**config.mk**
```make
export PLATFORM = sky130hd
export DESIGN_NAME = ffu_frf_port_ctl
export DESIGN_NICKNAME = d
export VERILOG_FILES = /design/src/rtl/ffu_frf_port_ctl.sv
export SDC_FILE = /design/constraint.sdc
export NUM_CORES = 1
export LEC_CHECK = 0
export BUFFER_PORTS_ARGS = -buffer_cell sky130_fd_sc_hd__buf_2
export CORE_MARGIN = 2
export CORE_UTILIZATION = 49
export DETAILED_ROUTE_END_ITERATION = 10
export HOLD_SLACK_MARGIN = 0.06
export PLACE_DENSITY = 0.78
export SLEW_MARGIN = 20
export SYNTH_ARGS = -nofsm -noshare
export SYNTH_HDL_FRONTEND = slang
export SYNTH_SLANG_ARGS = --single-unit
```
**constraint.sdc**
```tcl
create_clock -name rclk -period 3.8 [get_ports rclk]
set_clock_uncertainty 0.2 [all_clocks]
set_input_delay 0.19 -clock rclk [delete_from_list [all_inputs] [get_ports rclk]]
set_output_delay 0.19 -clock rclk [all_outputs]
set_load 0.05 [all_outputs]
```
**src/rtl/ffu_frf_port_ctl.sv**
```systemverilog
`default_nettype none
// ============================================================================
// Module   : ffu_frf_port_ctl
// Purpose  : Initiator for the FP register file single R/W port. Serialises
//            FFU read/write requests, adds SEC-DED ECC per 32-bit word on
//            writes, and corrects returned read data. Optionally scrubs
//            corrected words back into the register file.
// Revision : 1.0  initial release
// ============================================================================
module ffu_frf_port_ctl #(
  parameter bit SCRUB_EN = 1'b1,
  parameter int RD_LAT   = 2
) (
  input  logic        rclk,
  input  logic        reset,
  input  logic        req_vld,
  output logic        req_rdy,
  input  logic        req_wr,
  input  logic [1:0]  req_hmask,
  input  logic [6:0]  req_addr,
  input  logic [63:0] req_data,
  output logic [1:0]  ctl_frf_wen,
  output logic        ctl_frf_ren,
  output logic [6:0]  ctl_frf_addr,
  output logic [77:0] dp_frf_data,
  input  logic [77:0] frf_dp_data,
  output logic        rsp_vld,
  output logic [63:0] rsp_data,
  output logic [1:0]  rsp_ce,
  output logic [1:0]  rsp_ue
);

  typedef enum logic [2:0] {
    S_IDLE  = 3'd0,
    S_WR    = 3'd1,
    S_RD    = 3'd2,
    S_RW1   = 3'd3,
    S_RW2   = 3'd4,
    S_SCRUB = 3'd5
  } state_t;

  // Check bits for one 32-bit word. Data bits occupy the non-power-of-two
  // codeword positions 3..38 in ascending order; c[6] is overall parity.
  function automatic logic [6:0] ecc_gen(input logic [31:0] d);
    logic [6:0] c;
    logic [4:0] j;
    c = '0;
    j = '0;
    for (int pos = 1; pos <= 38; pos++) begin
      if ((pos & (pos - 1)) != 0) begin
        for (int i = 0; i < 6; i++) begin
          if (pos[i]) c[i] = c[i] ^ d[j];
        end
        j = j + 5'd1;
      end
    end
    c[6] = (^d) ^ (^c[5:0]);
    return c;
  endfunction

  // One stored word in port layout {ecc[6:0], data[31:0]}.
  function automatic logic [38:0] ecc_enc(input logic [31:0] d);
    return {ecc_gen(d), d};
  endfunction

  // Returns {ue, ce, data}. Uncorrectable words return the raw data bits.
  function automatic logic [33:0] ecc_dec(input logic [38:0] w);
    logic [31:0] d;
    logic [31:0] dout;
    logic [6:0]  c_re;
    logic [5:0]  s;
    logic        p;
    logic        ce;
    logic        ue;
    logic [4:0]  j;
    d    = w[31:0];
    dout = d;
    c_re = ecc_gen(d);
    s    = c_re[5:0] ^ w[37:32];
    p    = ^w;
    ce   = 1'b0;
    ue   = 1'b0;
    j    = '0;
    if (p) begin
      if (s == 6'd0) begin
        ce = 1'b1;                          // overall parity bit itself
      end else if ((s & (s - 6'd1)) == 6'd0) begin
        ce = 1'b1;                          // one of c[5:0]
      end else if (s <= 6'd38) begin
        ce = 1'b1;                          // data bit at position s
        for (int pos = 1; pos <= 38; pos++) begin
          if ((pos & (pos - 1)) != 0) begin
            if (s == 6'(pos)) dout[j] = ~dout[j];
            j = j + 5'd1;
          end
        end
      end else begin
        ue = 1'b1;                          // syndrome beyond the codeword
      end
    end else if (s != 6'd0) begin
      ue = 1'b1;                            // even number of flips
    end
    return {ue, ce, dout};
  endfunction

  state_t      state_q;
  logic [1:0]  hmask_q;
  logic [3:0]  lat_cnt_q;
  logic        req_rdy_q;
  logic [1:0]  wen_q;
  logic        ren_q;
  logic [6:0]  addr_q;
  logic [77:0] wdata_q;
  logic        rsp_vld_q;
  logic [63:0] rsp_data_q;
  logic [1:0]  rsp_ce_q;
  logic [1:0]  rsp_ue_q;

  logic [33:0] w_dec_lo;
  logic [33:0] w_dec_hi;
  logic [31:0] w_cor_lo;
  logic [31:0] w_cor_hi;
  logic [1:0]  w_ce;
  logic [1:0]  w_ue;

  // Decode both returned words; disabled words read as clean zero.
  always_comb begin
    w_dec_lo = ecc_dec(frf_dp_data[38:0]);
    w_dec_hi = ecc_dec(frf_dp_data[77:39]);
    w_cor_lo = hmask_q[0] ? w_dec_lo[31:0] : 32'h0;
    w_cor_hi = hmask_q[1] ? w_dec_hi[31:0] : 32'h0;
    w_ce     = {hmask_q[1] & w_dec_hi[32], hmask_q[0] & w_dec_lo[32]};
    w_ue     = {hmask_q[1] & w_dec_hi[33], hmask_q[0] & w_dec_lo[33]};
  end

  // Port sequencer: state and every port/response output are registered here.
  always_ff @(posedge rclk) begin
    if (reset) begin
      state_q    <= S_IDLE;
      hmask_q    <= '0;
      lat_cnt_q  <= '0;
      req_rdy_q  <= 1'b0;
      wen_q      <= '0;
      ren_q      <= 1'b0;
      addr_q     <= '0;
      wdata_q    <= '0;
      rsp_vld_q  <= 1'b0;
      rsp_data_q <= '0;
      rsp_ce_q   <= '0;
      rsp_ue_q   <= '0;
    end else begin
      wen_q     <= '0;
      ren_q     <= 1'b0;
      wdata_q   <= '0;
      rsp_vld_q <= 1'b0;
      case (state_q)
        S_IDLE: begin
          req_rdy_q <= 1'b1;
          if (req_vld && req_rdy_q && (req_hmask != 2'b00)) begin
            req_rdy_q <= 1'b0;
            hmask_q   <= req_hmask;
            addr_q    <= req_addr;
            if (req_wr) begin
              state_q <= S_WR;
              wen_q   <= req_hmask;
              wdata_q <= {ecc_enc(req_data[63:32]), ecc_enc(req_data[31:0])};
            end else begin
              state_q   <= S_RD;
              ren_q     <= 1'b1;
              lat_cnt_q <= 4'(RD_LAT - 2);
            end
          end
        end
        S_WR: begin
          state_q   <= S_IDLE;
          req_rdy_q <= 1'b1;
        end
        S_RD: begin
          state_q <= S_RW1;
        end
        S_RW1: begin
          if (lat_cnt_q == 4'd0) state_q <= S_RW2;
          else                   lat_cnt_q <= lat_cnt_q - 4'd1;
        end
        S_RW2: begin
          rsp_vld_q  <= 1'b1;
          rsp_data_q <= {w_cor_hi, w_cor_lo};
          rsp_ce_q   <= w_ce;
          rsp_ue_q   <= w_ue;
          if (SCRUB_EN && (w_ce != 2'b00) && (w_ue == 2'b00)) begin
            state_q <= S_SCRUB;
            wen_q   <= w_ce;
            wdata_q <= {ecc_enc(w_cor_hi), ecc_enc(w_cor_lo)};
          end else begin
            state_q   <= S_IDLE;
            req_rdy_q <= 1'b1;
          end
        end
        S_SCRUB: begin
          state_q   <= S_IDLE;
          req_rdy_q <= 1'b1;
        end
        default: begin
          state_q   <= S_IDLE;
          req_rdy_q <= 1'b0;
        end
      endcase
    end
  end

  assign req_rdy      = req_rdy_q;
  assign ctl_frf_wen  = wen_q;
  assign ctl_frf_ren  = ren_q;
  assign ctl_frf_addr = addr_q;
  assign dp_frf_data  = wdata_q;
  assign rsp_vld      = rsp_vld_q;
  assign rsp_data     = rsp_data_q;
  assign rsp_ce       = rsp_ce_q;
  assign rsp_ue       = rsp_ue_q;

endmodule
`default_nettype wire
```
==> results.ini <==
[clock_network]
cts.sinks = 167
cts_root_buffer = clkbuf_16
cts_tree = built
cts_buffer_depth = 2
htreeDepth = 4
numCtsBuffers = 17
clkLatencyLatePin_ns = 0.44
path_clk_slew_ns = 0.08

[cells_and_area]
area_growth_syn_to_layout_pct = 52.7
post-route-util_pct = 76.6
fin_nets = 2172
design_area_um2 = 18000
drive_gt1_share_pct = 39.5

[synth]
syn_area_um2 = 11800
synthCells = 1357
synth_enable_flop_cells = 0
synth_seq_cells = 167
synth_ff_type = dfxtp_1
ys_seq_area_share_pct = 28.3
synth_cell_types = 63
yosysWarnings = 0
avgSynthCellArea_um2 = 8.70
async_flop_share_pct = 0
synth_nets = 1514

[detailed_routing]
postRouteAntennaNets = 0
avgViaCountPerCell = 5.60
dr.pass1.iters = 8
drc = 0
via_count = 13155
drt-total-wl_um = 50400
first_iter_violations = 1538
wl_per_cell_um = 21.5

[setup_path]
critPathCaptureType = flip-flop
cp_max_fo = 8
critPathKind = input pin to flip-flop
start_kind = input pin
critical_path_arrival_ns = 4.29
critical_path_required_ns = 3.97

[grt]
antenna_found_initial = 0
grt_remaining_overflow = 0
grt_pass1_wl_um = 74800
grt_use_total_pct = 38.0
grt_pass1_vias = 13018
grt_max_degree = 88

[floorplan]
dieArea_um2 = 25400
die_w_um = 159
num_rows = 56
fp.dieH_um = 159
core_um2 = 23500
start_util_pct = 50.2
boundaryPins = 313

[outcome]
violations = negative setup slack
status = complete, but fails checks

[placement]
portBuffers = 312
place_congestion = 1.05
dp_worst_setup_slack_ns = -0.644
detailed_place.area_um2 = 15800
dpl.hpwl_um = 36700

[timing]
setup_ws_ns = -0.319
hold_viol = 0
rsz0062_at_grt = true
relSlewSlack_pct = 29.4
tightestPinTransition_ns = 1.06
max_freq_ghz = 0.243
fin_setup_tns_ns = -0.979
fin_crit_ns = 4.12
slew_violations = 0
setup_violations = 7
finalCritPeriodShare_pct = 108

[pwr]
fin_total_pwr_mw = 10.4
peakVddDrop_mv = 0.660
cellPowerDensity_nw_per_um2 = 577
leakagePower_nw = 7.95

[flow_run]
maxCapViolCount = 0

[worst_hold_path]
hp-class = input pin to flip-flop

## final cells by class
type | instances | area [µm²]
fill | 1613 | 5510
multi-input combinational | 1109 | 8800
antenna | 1 | 2.50
tap | 319 | 399
timing repair buffer | 711 | 4820
inverter | 9 | 33.8
clock buffer | 17 | 425
clock inverter | 15 | 201
sequential | 167 | 3340
## kinds of logic after synthesis
group                    after synthesis  share of synthesized area (%)
XOR/XNOR                             455                           39.9
flip-flops                           167                           28.3
buffers and inverters                 81                           2.83
adder cells (fa/ha/maj)                3                          0.297
AO/OA/AOI/OAI                        192                           10.5
multiplexers                           4                          0.350
AND/OR/NAND/NOR                      455                           17.8
## where the power goes
part           internal [mW]  switching [mW]  leakage, nW
clock network          0.958           0.924        0.301
registers               1.77          0.0155         1.35
logic                   3.19            3.54         6.31
total                   5.92            4.48         7.95
## state kept, by name, indices dropped and copies added (netlist names)
register,count
lat_cnt_q,4
rsp_data,64
dp_frf_data,78
rsp_vld,1
rsp_ue,2
hmask_q,2
ctl_frf_ren,1
rsp_ce,2
state_q,3
ctl_frf_addr,7
req_rdy,1
ctl_frf_wen,2
## final timing paths
check | startpoint | endpoint | slack [ns] | cells after the start
worst min register to register | ctl_frf_addr[2] | ctl_frf_addr[2] | 0.25 | 2
worst max-delay path | frf_dp_data[24] | dp_frf_data[38] | -0.32 | 15
worst max register to register | hmask_q[1] | dp_frf_data[77] | 0.74 | 7
worst min-delay path | req_vld | state_q[2] | 0.12 | 5
## cell usage in the layout, fill, tap and decap left out, types with 8 or more instances in the layout
| cell | instances |
|---|---|
| a21oi_1 | 85 |
| a22oi_1 | 66 |
| a32oi_1 | 9 |
| and2_1 | 12 |
| buf_2 | 307 |
| buf_4 | 317 |
| buf_6 | 11 |
| clkbuf_16 | 17 |
| dfxtp_1 | 167 |
| dlygate4sd3_1 | 74 |
| nand2_1 | 140 |
| nand2b_1 | 8 |
| nand3_1 | 22 |
| nand3b_1 | 15 |
| nor2_1 | 154 |
| nor3_1 | 26 |
| o21ai_0 | 9 |
| or3_1 | 15 |
| xnor2_1 | 258 |
| xnor2_2 | 41 |
| xnor3_1 | 27 |
| xnor3_2 | 10 |
| xor2_1 | 89 |
| xor2_2 | 17 |
## what timing repair did
| action | 4_1_cts | 5_1_grt |
|---|---|---|
| gates resized for setup | 24 | 89 |
| setup buffers | 6 | 22 |
| pin swaps | 9 | 51 |
| endpoints found under the setup margin | 4 | 65 |
| endpoints found under the hold margin | 81 | 0 |
| hold buffers | 74 | 0 |
## worst max-delay path: stages
cell	delay, ns
buf_2	0.15
xor2_1	0.20
xnor3_1	0.48
xnor3_1	0.37
xnor3_2	0.33
or3_4	0.48
nor3_2	0.14
xor2_1	0.29
and2_4	0.21
xnor3_1	0.36
xor2_2	0.18
xnor2_2	0.19
xor2_1	0.23
xnor3_1	0.39
o22ai_2	0.10
## synth_stat cells, types with 2 or more instances
cell / count / share of area [%]
a2111o_1: 2 / 0.19
buf_2: 9 / 0.38
and3_1: 3 / 0.16
nand3_1: 25 / 1.1
xor2_1: 106 / 7.9
a32oi_1: 9 / 0.67
and2_1: 16 / 0.85
inv_1: 7 / 0.22
nor3_2: 5 / 0.42
xnor2_2: 10 / 1.4
dfxtp_1: 167 / 28
nand3b_1: 15 / 0.95
buf_4: 3 / 0.19
xnor3_1: 34 / 6.5
nand2_1: 146 / 4.6
buf_1: 5 / 0.16
clkbuf_1: 54 / 1.7
nor4_1: 6 / 0.32
xnor3_2: 3 / 0.60
xor2_2: 5 / 0.69
mux2i_1: 3 / 0.25
ha_1: 2 / 0.21
nor4_4: 2 / 0.36
xnor2_1: 290 / 22
o21ai_0: 9 / 0.38
nor2b_1: 7 / 0.37
a211oi_1: 3 / 0.19
nand4_1: 7 / 0.37
a22oi_1: 70 / 4.4
or3_1: 16 / 0.85
nand2b_1: 8 / 0.42
nor3_1: 28 / 1.2
xor3_1: 7 / 1.4
a21oi_1: 85 / 3.6
nor2_1: 162 / 5.1
## layer usage
| metal | part of all wire, % | GRT usage (%) | up-vias | wire [µm] |
|---|---|---|---|---|
| met1 | 40 | 50.7 | 6235 | 20200 |
| met4 | 4.5 | 16.5 | 0 | 2290 |
| li1 | - | - | 5829 | - |
| met2 | 44 | 59.4 | 889 | 22400 |
| met3 | 11 | 8.34 | 202 | 5520 |
| met5 | 0 | 0 | - | 0 |
## per-stage QoR
step                hold slack (ns)  std cells
finish                        0.121       2348
detailed placement            0.244       2213
floorplan                    0.0693       1357
global route                  0.166       2347
global placement              0.235       2213
CTS                           0.101       2325
Note: power is estimated with default switching activity, not from simulation.
